### src/rtl/mult_div_unit.sv
// mult_div_unit: iterative MIPS multiply/divide unit holding the HI/LO registers.
// MULT/MULTU/DIV/DIVU take a fixed 33-clock sequence (accept, 32 iterations, fixup).
// MTHI/MTLO write HI/LO directly in one edge without touching busy/done.
// Operands are converted to magnitudes on accept so the iteration datapath is
// purely unsigned; sign correction happens once in the fixup state.
module mult_div_unit #(
  parameter int WIDTH = 32
) (
  input  logic             clk,
  input  logic             reset,
  input  logic             start,
  input  logic [2:0]       op,
  input  logic [WIDTH-1:0] rs_data,
  input  logic [WIDTH-1:0] rt_data,
  output logic             busy,
  output logic             done,
  output logic [WIDTH-1:0] hi,
  output logic [WIDTH-1:0] lo
);

  typedef enum logic [1:0] {
    IDLE = 2'd0,
    RUN  = 2'd1,
    FIX  = 2'd2
  } state_t;

  localparam logic [2:0] OP_MULT  = 3'b000;
  localparam logic [2:0] OP_MULTU = 3'b001;
  localparam logic [2:0] OP_DIV   = 3'b010;
  localparam logic [2:0] OP_DIVU  = 3'b011;
  localparam logic [2:0] OP_MTHI  = 3'b100;
  localparam logic [2:0] OP_MTLO  = 3'b101;

  // Two's-complement negation helpers.
  function automatic logic [31:0] neg32(input logic [31:0] x);
    return ~x + 32'd1;
  endfunction

  function automatic logic [63:0] neg64(input logic [63:0] x);
    return ~x + 64'd1;
  endfunction

  state_t      state_r, state_s;
  logic        busy_r, busy_s;
  logic        done_r, done_s;
  logic        accept_s, mthi_s, mtlo_s;
  logic [4:0]  cnt_r;

  // Latched operation context.
  logic        is_div_r;
  logic        sign_a_r, sign_b_r;
  logic [31:0] opnd_r;      // multiplicand (multiply) or divisor (divide) magnitude
  logic [31:0] rs_orig_r;   // untouched dividend, returned in HI on divide by zero
  logic [63:0] acc_r;       // multiply: {partial product, multiplier}; divide: [31:0] dividend/quotient shifter
  logic [32:0] rem_r;       // divide partial remainder
  logic [31:0] hi_r, lo_r;

  // Operand decode for the accept edge.
  logic        div_op_s, signed_op_s, sign_a_s, sign_b_s;
  logic [31:0] mag_a_s, mag_b_s;

  // Iteration datapath.
  logic [32:0] mul_sum_s;
  logic [63:0] acc_mul_s;
  logic [32:0] shift_s, diff_s, rem_next_s;
  logic        ge_s;
  logic [31:0] quo_next_s;

  // Fixup datapath.
  logic [63:0] prod_fix_s;
  logic [31:0] quo_fix_s, rem_fix_s, hi_fix_s, lo_fix_s;

  // Decode signedness and operand magnitudes from the incoming request.
  always_comb begin
    div_op_s    = op[1];
    signed_op_s = ~op[0];
    sign_a_s    = signed_op_s & rs_data[31];
    sign_b_s    = signed_op_s & rt_data[31];
    if (sign_a_s) begin
      mag_a_s = neg32(rs_data);
    end else begin
      mag_a_s = rs_data;
    end
    if (sign_b_s) begin
      mag_b_s = neg32(rt_data);
    end else begin
      mag_b_s = rt_data;
    end
  end

  // One shift-add multiply step and one restoring divide step per clock.
  always_comb begin
    if (acc_r[0]) begin
      mul_sum_s = {1'b0, acc_r[63:32]} + {1'b0, opnd_r};
    end else begin
      mul_sum_s = {1'b0, acc_r[63:32]};
    end
    acc_mul_s = {mul_sum_s, acc_r[31:1]};

    shift_s = {rem_r[31:0], acc_r[31]};
    diff_s  = shift_s - {1'b0, opnd_r};
    // A set top remainder bit means the true shifted value already exceeds any divisor.
    ge_s    = rem_r[32] | (shift_s >= {1'b0, opnd_r});
    if (ge_s) begin
      rem_next_s = diff_s;
      quo_next_s = {acc_r[30:0], 1'b1};
    end else begin
      rem_next_s = shift_s;
      quo_next_s = {acc_r[30:0], 1'b0};
    end
  end

  // Sign correction and divide-by-zero handling for the final HI/LO write.
  always_comb begin
    if (sign_a_r ^ sign_b_r) begin
      prod_fix_s = neg64(acc_r);
      quo_fix_s  = neg32(acc_r[31:0]);
    end else begin
      prod_fix_s = acc_r;
      quo_fix_s  = acc_r[31:0];
    end
    // Remainder follows the sign of the dividend.
    if (sign_a_r) begin
      rem_fix_s = neg32(rem_r[31:0]);
    end else begin
      rem_fix_s = rem_r[31:0];
    end
    if (!is_div_r) begin
      hi_fix_s = prod_fix_s[63:32];
      lo_fix_s = prod_fix_s[31:0];
    end else if (opnd_r == 32'd0) begin
      hi_fix_s = rs_orig_r;
      lo_fix_s = 32'hFFFF_FFFF;
    end else begin
      hi_fix_s = rem_fix_s;
      lo_fix_s = quo_fix_s;
    end
  end

  // Next-state and handshake decode for the IDLE/RUN/FIX sequence.
  always_comb begin
    state_s  = state_r;
    busy_s   = 1'b0;
    done_s   = 1'b0;
    accept_s = 1'b0;
    mthi_s   = 1'b0;
    mtlo_s   = 1'b0;
    case (state_r)
      IDLE: begin
        if (start) begin
          case (op)
            OP_MULT, OP_MULTU, OP_DIV, OP_DIVU: begin
              accept_s = 1'b1;
              busy_s   = 1'b1;
              state_s  = RUN;
            end
            OP_MTHI: mthi_s = 1'b1;
            OP_MTLO: mtlo_s = 1'b1;
            default: state_s = IDLE;
          endcase
        end else begin
          state_s = IDLE;
        end
      end
      RUN: begin
        busy_s = 1'b1;
        if (cnt_r == 5'd31) begin
          state_s = FIX;
        end else begin
          state_s = RUN;
        end
      end
      FIX: begin
        done_s  = 1'b1;
        state_s = IDLE;
      end
      default: state_s = IDLE;
    endcase
  end

  // FSM state register.
  always_ff @(posedge clk or posedge reset) begin
    if (reset) begin
      state_r <= IDLE;
    end else begin
      state_r <= state_s;
    end
  end

  // Registered handshake outputs.
  always_ff @(posedge clk or posedge reset) begin
    if (reset) begin
      busy_r <= 1'b0;
      done_r <= 1'b0;
    end else begin
      busy_r <= busy_s;
      done_r <= done_s;
    end
  end

  // Operand capture on accept and iteration updates during RUN.
  always_ff @(posedge clk or posedge reset) begin
    if (reset) begin
      cnt_r     <= 5'd0;
      is_div_r  <= 1'b0;
      sign_a_r  <= 1'b0;
      sign_b_r  <= 1'b0;
      opnd_r    <= 32'd0;
      rs_orig_r <= 32'd0;
      acc_r     <= 64'd0;
      rem_r     <= 33'd0;
    end else begin
      case (state_r)
        IDLE: begin
          if (accept_s) begin
            cnt_r     <= 5'd0;
            is_div_r  <= div_op_s;
            sign_a_r  <= sign_a_s;
            sign_b_r  <= sign_b_s;
            rs_orig_r <= rs_data;
            rem_r     <= 33'd0;
            if (div_op_s) begin
              opnd_r <= mag_b_s;
              acc_r  <= {32'd0, mag_a_s};
            end else begin
              opnd_r <= mag_a_s;
              acc_r  <= {32'd0, mag_b_s};
            end
          end
        end
        RUN: begin
          cnt_r <= cnt_r + 5'd1;
          if (is_div_r) begin
            acc_r <= {acc_r[63:32], quo_next_s};
            rem_r <= rem_next_s;
          end else begin
            acc_r <= acc_mul_s;
          end
        end
        default: begin
          cnt_r <= cnt_r;
        end
      endcase
    end
  end

  // Architectural HI/LO: direct moves from IDLE, full results only from FIX.
  always_ff @(posedge clk or posedge reset) begin
    if (reset) begin
      hi_r <= 32'd0;
      lo_r <= 32'd0;
    end else begin
      if (mthi_s) begin
        hi_r <= rs_data;
      end else if (state_r == FIX) begin
        hi_r <= hi_fix_s;
      end
      if (mtlo_s) begin
        lo_r <= rs_data;
      end else if (state_r == FIX) begin
        lo_r <= lo_fix_s;
      end
    end
  end

  assign busy = busy_r;
  assign done = done_r;
  assign hi   = hi_r;
  assign lo   = lo_r;

endmodule

### config.mk
export PLATFORM = sky130hd
export DESIGN_NAME = mult_div_unit
export DESIGN_NICKNAME = d
export VERILOG_FILES = /design/src/rtl/mult_div_unit.sv
export SDC_FILE = /design/constraint.sdc
export NUM_CORES = 1
export LEC_CHECK = 0
export CORE_MARGIN = 1
export CORE_UTILIZATION = 45
export CTS_BUF_LIST = sky130_fd_sc_hd__clkbuf_8
export DETAILED_ROUTE_END_ITERATION = 8
export PLACE_DENSITY = 0.66
export SLEW_MARGIN = 15
export SYNTH_ARGS = -nofsm -noshare
export SYNTH_HDL_FRONTEND = slang
export SYNTH_SLANG_ARGS = --single-unit
export TNS_END_PERCENT = 5
### constraint.sdc
create_clock -name clk -period 10 [get_ports clk]
set_input_delay 2 -clock clk [delete_from_list [all_inputs] [get_ports clk]]
set_output_delay 2 -clock clk [all_outputs]
set_load 0.005 [all_outputs]
==> metrics.txt <==
top cells by area, synth dfrtp_1, o21ai_0, nand2_1; Synth-to-Final Area Change 14.6%; FMAX approximately 210 MHz; final setup vio count 0; share of Yosys cell area claimed by the top area cell type between 30 and 40%; Starting DRT DRC Count 1694; layout cells sized above 1 5.74%; Worst slew margin 20.7%; Synth Area in Compound Gates about a quarter; global-route wire length before repair between 100 and 150 mm; FF+latch count, synth around 240; post-route ant nets 0; post-detail-place hpwl approximately 53 mm; CP endpoint kind register; total gr overflow 0; Hold Buf Count CTS 0; CTS Buffer Depth 3; crit path launch type primary input; RSZ-0062 raised after global routing no; Post-synth EDFFs 0; area leader, netlist dfrtp_1; Post-CTS Setup Bufs 0; Sink Count 237; Largest delay share family, worst path simple AND/OR/NAND/NOR gates; die area 0.0410 mm^2; PnR worst setup slack around 5.2 ns; Initial Utilization a little under half; ys async rst share 100%; Die Wd approximately 200 um; Crit-path slowest cell or4_1; syn avg cell area between 8 and 9 um^2; Lkg Pwr a little under 9 nW; worst slew pin tran roughly 1.2 ns; total core area between 0.03 and 0.04 mm^2; Synth Cell Area ~0.018 mm^2; Fin. Hold Viols 0; maxcap violations 0; count of cell types in the netlist just under 80; TritonRoute pass-1 iters 6; largest net degree at the start of global routing between 100 and 150; Adder-Cell Fraction of Synth Area under 10%; syn_nets around 2400; sequential area share after synthesis between 30% and 40%; critical path cell sequence clkdlybuf4s50_1, or4_1, or3_1, nor3_1, nand2_1, o31ai_1, xnor2_1, a22oi_1, o21ai_0; gpl congestion a little over 1; Final Slew Violations 0; clock network latency to the later pin of the worst-skew pair 0.65 ns; Clock Pin Slew Worst Setup and Hold Paths around 0.060 ns; fin cells about 2900; Worst EP required ~10 ns; YS warnings 0; drt wl/cell roughly 25 um; number of CTS-inserted buffers 46; vias per inst roughly 6.3; PD cells between 300 and 400 mW/mm^2; Buf/Inv on CP 1; routed via count 18100; Worst EP arrival roughly 5.3 ns; Placed Cells incl. Taps ~2800; status completed; # IOs about 140; clock tree root buffer cell clkbuf_8; Synth Flop Type dfrtp_1; fin crit share approximately 48%; Total Routed Length 72.1 mm; CP Depth 9; Port Buffers roughly 140; Worst Skew roughly 0.029 ns; vias in the first global route 17300; CTS H-Tree Depth 2; CTS tree done; post-cts sizing count 0; mux contribution to synthesized area roughly 3.8%; DRC viols 0; largest family of logic cells by synthesized area compound AO/OA/AOI/OAI gates; Syn Inst Count approximately 2200; Max VDD drop 0.000216 V; initial antenna violation count 1; minimum clock period after layout about 4.8 ns; Crit Path Max Fanout 7; gr usage total between 30% and 40%; Worst Reg-to-Reg Cells 11; Synth Area in XOR/XNOR about a tenth; Die H 203 um; dpl ws approximately 4.7 ns; final setup TNS 0 ns; fraction of the mapped netlist area in simple logic gates a little under a fifth; Hold Path Stages 2; Layout Nets approximately 2400; Row Count 73; WS Path Type in -> reg; delay of the slowest critical-path stage ~0.66 ns; worst min-delay path class reg -> reg
-- sequential cells by signal (all words and copies together) (netlist names) --
register   cells
hi            32
sign_a_r       1
rem_r         33
state_r        2
done           1
is_div_r       1
sign_b_r       1
acc_r         64
busy           1
lo            32
rs_orig_r     32
cnt_r          5
opnd_r        32
-- tightest hold or removal path: stages, from the launching register on --
cell and delay (ns):
dfrtp_1 0.34, nand2_1 0.05, nand2_1 0.06
-- cells in the final DEF (no fill, tap or decap), types with 70 or more instances in the layout --
cell,netlist,final
nand2_1,286,286
xnor2_1,107,106
inv_1,64,77
ha_1,70,70
nand3_1,80,80
xor2_1,98,97
o21ai_0,241,241
clkdlybuf4s50_1,0,135
a21oi_1,188,188
dfrtp_1,237,236
nor2_1,129,127
-- cell usage after synthesis (4+ instances only) --
cell type  instances
a2111oi_0          4
a211oi_1          43
a21o_1            24
a21oi_1          188
a221o_1            6
a221oi_1          10
a222oi_1           4
a22oi_1           21
a31oi_1           30
and2_1            11
and3_1            23
buf_1             11
clkbuf_1         138
dfrtp_1          237
ha_1              70
inv_1             64
mux2i_1           67
nand2_1          286
nand2b_1          18
nand3_1           80
nand4_1           16
nor2_1           129
nor2b_1            9
nor3_1            36
nor4_1            24
o2111ai_1          4
o211ai_1          28
o21a_1             6
o21ai_0          241
o21ai_1            6
o21bai_1          12
o221ai_1          21
o22ai_1           23
o31ai_1           32
o41ai_1           13
or2_2              7
or3_1             23
or4_1             12
xnor2_1          107
xor2_1            98
-- worst paths after layout --
path / from / end / slack, ns
max in group asynchronous: reset / rem_r[31]$_DFFE_PP0P_ / 6.85
worst min register to register: rs_orig_r[26]$_DFFE_PP0P_ / rs_orig_r[26]$_DFFE_PP0P_ / 0.48
worst max-delay path: rs_data[15] / opnd_r[24]$_DFFE_PP0P_ / 5.21
min in group asynchronous: reset / cnt_r[3]$_DFFE_PP0P_ / 1.89
worst min-delay path: rs_orig_r[26]$_DFFE_PP0P_ / rs_orig_r[26]$_DFFE_PP0P_ / 0.48
worst max register to register: opnd_r[4]$_DFFE_PP0P_ / acc_r[0]$_DFFE_PP0P_ / 5.92
-- kinds of logic after synthesis --
logic type / Yosys count
xor gates and xnor gates: 205
AOI/OAI and AO/OA: 744
and+or+nand+nor: 702
muxes: 69
adders and majority gates: 72
buffers and inverters: 216
DFF: 237
-- final cells by class --
type,instances,area (um^2)
diodes,1,2.50
clock buffers,57,785
clock inverters,23,139
fillers,3808,19000
inverters,64,248
multi-input cells,1792,11400
flip-flops and latches,237,5930
well taps,525,657
repair buffers,163,1570
-- routing by layer --
| layer | global-route usage (%) | part of all wire (%) | up-vias |
|---|---|---|---|
| met2 | 54.8 | 45 | 941 |
| li1 | - | - | 8302 |
| met3 | 5.87 | 9.6 | 170 |
| met4 | 16.7 | 4.9 | 0 |
| met1 | 47.6 | 41 | 8714 |
| met5 | 0 | 0 | - |
-- per-stage QoR --
step                util, %  instance area [um^2]  hold WS, ns  power (W)
detailed placement     49.8                 19800        0.467    0.00687
global placement       49.8                 19800        0.454    0.00680
global route           52.2                 20700        0.498    0.00861
CTS                    52.2                 20700        0.481    0.00792
floorplan                 -                 18100        0.440    0.00529
finish                 52.2                 20700        0.481    0.00799
-- power by group --
group / switching [W] / leakage, nW / total [W] / internal (W)
Sequential: 0.000739 / 2.87 / 0.00215 / 0.00142
Clock: 0.000473 / 0.535 / 0.00101 / 0.000541
Combinational: 0.00279 / 5.31 / 0.00482 / 0.00203
(Power assumes the default switching activity.)
==> RTL edit 1 (same flow settings) <==
Register the output `hi` once more, cleared by the reset; this adds one clock of latency there. The other outputs are not delayed to match.
--- a/src/rtl/mult_div_unit.sv
+++ b/src/rtl/mult_div_unit.sv
@@ -265,7 +265,13 @@
 
   assign busy = busy_r;
   assign done = done_r;
-  assign hi   = hi_r;
+  always_ff @(posedge clk or posedge reset) begin
+    if (reset) begin
+      hi <= '0;
+    end else begin
+      hi <= hi_r;
+    end
+  end
   assign lo   = lo_r;
 
 endmodule
Behaviour: not the same (a bounded check fails within 4 cycles, from zero or initial values and one cycle with reset high).
==> RTL edit 1 against the unedited design <==
  * First-iteration DRC count is 23% higher
  * Critical path depth is 1 higher
  * Worst setup slack improved by 20 ps
  * Sequential cell count increased by 32
  * Final area is 5.7% higher
  * Synthesized area rose by 6.1%
  * Power up 8.6%
  * Utilization fell by 0.067 points
  * Routed wire length is 1.9% lower
==> RTL edit 1: results (changes against the unedited design) <==
[outcome]
status = complete, no violations

[pwr]
irDropWorstVdd_mv = 0.142  ; -35%
clkPwrFrac_pct = 13.6  ; +0.9 points
power.density_nw_per_um2 = 396  ; +2.8%
intPower_mw = 4.40  ; +11%
p_leak_nw = 9.17  ; +5.1%

[critical_path]
arrival_ps = 5260  ; about the same
critPathMaxStageDelay_ps = 630  ; -30 ps
regToRegStartpoint = acc_r[31]
r2r-end = rem_r[32]
r2r_slack_ps = 5880  ; -40 ps
worstRegToRegCells = 13  ; +2
cp-startpoint = rs_data[2]
crit_family = simple AND/OR/NAND/NOR gates

[clock_tree]
clock_latency_ps = 620  ; -30 ps
cts_inserted_buffers = 47  ; +2.2%

[min_path]
hp-start = hi_r[16]
hold_path_end = hi[16]
whs_path_depth = 0  ; -2

[place]
hpwl_mm = 52.7  ; +0.32%
postPlaceCellArea_um2 = 20800  ; +5.2%
dp_slack_ps = 4710  ; +34.7 ps
place_congestion = 0.980  ; -4.1%

[global_route]
grt_max_degree = 128  ; -3.0%
grt_pass1_vias = 17581  ; +1.8%
grt_pass1_wl_mm = 107  ; -1.7%

[logic_synthesis]
ys_types = 80  ; +2.6%
syn-num-nets = 2540  ; +6.4%
synthAdderAreaFrac_pct = 4.77  ; -0.29 points
synth-compound-area-share_pct = 24.2  ; -1.2 points
yosys-top-cells-count = nand2_1 (338), dfrtp_1 (269), o21ai_0 (253), a21oi_1 (225), nor2_1 (176)
async_flop_share_pct = 100  ; unchanged
synth-seq-area-share_pct = 35.1  ; +2.3 points
muxShareOfSynthArea_pct = 3.06  ; -0.77 points
synth_xor_area_share_pct = 8.80  ; -1.1 points

[sta]
worst_pin_slew_ps = 1090  ; -96.6 ps
fmax_mhz = 210  ; +0.41%

[final_layout]
drive_above_1_share_pct = 5.78  ; +0.039 points
antenna_cells = 0  ; -1
nets = 2583  ; +5.6%

[drt]
first_iter_violations = 2091  ; +23%
drtPass1Iterations = 8  ; +2
num_vias = 18974  ; +4.7%

## RTL edit 1: changes by cell type after synthesis, moves of 26 or more
cell	unedited run	this run
nor2_1	129	176
a21oi_1	188	225
a211oi_1	43	17
nand2_1	286	338
dfrtp_1	237	269
## RTL edit 1: routing by layer
metal	vias up	share of wire (%)	global-route usage, %
li1	8685	-	-
met1	9147	44	46.5
met2	1022	43	47.5
met3	120	10	6.93
met4	0	2.8	9.48
met5	-	0	0
## RTL edit 1: stage by stage
stage / hold WS (ps) / std cells
global route: 377 / 3015
global placement: 355 / 2931
floorplan: 346 / 2398
finish: 366 / 3015
CTS: 371 / 3015
detailed placement: 355 / 2931
## RTL edit 1: area by class of cell
class,instances,area (um2)
fillers,3945,20100
clock buffers,61,840
flip-flops and latches,269,6730
repair buffers,160,1530
well taps,539,674
inverters,73,282
clock inverters,23,239
multi-input cells,1890,11600
==> RTL edit 2 (same settings) <==
Made on the original files. The output `done` loses its register stage (`done_r` becomes a continuous assignment).
--- a/src/rtl/mult_div_unit.sv
+++ b/src/rtl/mult_div_unit.sv
@@ -191,12 +191,12 @@
   always_ff @(posedge clk or posedge reset) begin
     if (reset) begin
       busy_r <= 1'b0;
-      done_r <= 1'b0;
     end else begin
       busy_r <= busy_s;
-      done_r <= done_s;
-    end
-  end
+    end
+  end
+
+  assign done_r = done_s;
 
   // Operand capture on accept and iteration updates during RUN.
   always_ff @(posedge clk or posedge reset) begin
Behaviour: no difference found for any inputs over 4 cycles, from zero or initial values and one cycle with reset high; that may be too few to reach the edited logic, so the function may still have changed.
==> RTL edit 2 against the unedited design <==
  * Routed wire length is 0.15% lower
  * Worst setup slack better by 140 ps
  * Hold slack improved by 2.7 ps
  * Sequential cell count decreased by 1
  * Register-to-register slack got worse by 170 ps
  * Power increased by 0.37%
  * Final area barely moved
  * Synthesized area is 0.14% lower
  * Critical endpoint is now acc_r[22]
  * Largest cell class unchanged
  * Largest power group unchanged
  * Highest routed layer unchanged
==> RTL edit 2: results (changes against the unedited design) <==
[outcome]
status = complete, no violations

[place]
hpwl_mm = 52.4  ; -0.34%
postPlaceCellArea_um2 = 19800  ; -0.14%
place_congestion = 0.975  ; -4.6%

[global_route]
use_met2_pct = 54.1  ; -0.71 points
grtUsageMet1_pct = 45.7  ; -2.0 points
grt_pass1_vias = 17131  ; -0.78%
grt.total_usage_pct = 34.9  ; -0.29 points
grt_use_met3_pct = 6.97  ; +1.1 points

[logic_synthesis]
ys_top_cells_by_area = dfrtp_1 (33%), o21ai_0 (6.7%), nand2_1 (5.9%)
synth_cells = 2244  ; -0.045%
synth-seq-area-share_pct = 32.7  ; -0.093 points
yosys-top-cells-count = nand2_1 (286), o21ai_0 (241), dfrtp_1 (236), a21oi_1 (188), clkbuf_1 (138)

[pwr]
p_leak_nw = 8.74  ; +0.24%
irDropWorstVdd_mv = 0.334  ; +54%

[drt]
drtPass1Iterations = 8  ; +2
first_iter_violations = 2014  ; +19%
via_per_inst = 6.36  ; +0.37%

[clock_tree]
clock_latency_ps = 680  ; +30 ps
cts_inserted_buffers = 47  ; +2.2%

[critical_path]
arrival_ps = 5170  ; -100 ps
r2r_slack_ps = 5750  ; -170 ps
crit_end = acc_r[22]

[final_layout]
nets = 2447  ; +0.041%

[sta]
worst_clock_skew_ps = 57.8  ; +28.5 ps
worst_pin_slew_ps = 1130  ; -52.3 ps

[RTL edit 2: cell type report]
class	instances	area (um2)	area share, %
multi-input combinational	1792	11400	55.0
sequential	236	5910	28.5
timing repair buffer	164	1570	7.57
clock buffer	56	771	3.72
tap	525	657	3.17
inverter	64	248	1.20
clock inverter	30	178	0.857
[RTL edit 2: kinds of logic (layout without fill, tap and decap cells)]
logic type               after synthesis  after routing  synth area share, %
XOR/XNOR                             205            205                 9.94
buffers and inverters                216            314                 4.51
flip-flops                           236            236                 32.7
multiplexers                          69             69                 3.84
AO/OA/AOI/OAI                        744            744                 25.4
adder cells (fa/ha/maj)               72             72                 5.07
AND/OR/NAND/NOR                      702            702                 18.6
[RTL edit 2: where the power goes]
part,internal [mW],total [mW],switching (mW)
sequential,1.41,2.17,0.764
combinational,2.02,4.81,2.79
clock,0.538,1.03,0.490
[RTL edit 2: how the worst min path moves through the flow]
stage | from | to | slack [ps] | depth (start not counted)
after global placement | rs_orig_r[2] | rs_orig_r[2] | 460 | 2
after detailed placement | rs_orig_r[28] | rs_orig_r[28] | 460 | 2
after CTS | rs_orig_r[28] | rs_orig_r[28] | 480 | 2
after floorplan | rs_orig_r[28] | rs_orig_r[28] | 440 | 2
after global routing | rs_orig_r[4] | rs_orig_r[4] | 490 | 2
final | rs_orig_r[21] | rs_orig_r[21] | 480 | 2
[RTL edit 2: worst max-delay path, cell delays in order]
cell and delay (ps):
clkdlybuf4s50_1 600, or4_1 630, or3_1 360, nor3_1 510, nand2_1 250, nand2_1 140
xor2_1 80, mux2_2 300, a221oi_1 280
[RTL edit 2: metal layers]
metal | vias up | share of wire, %
met2 | 924 | 44
met1 | 8823 | 40
met5 | - | 0
met3 | 195 | 9.2
li1 | 8283 | -
met4 | 0 | 5.9
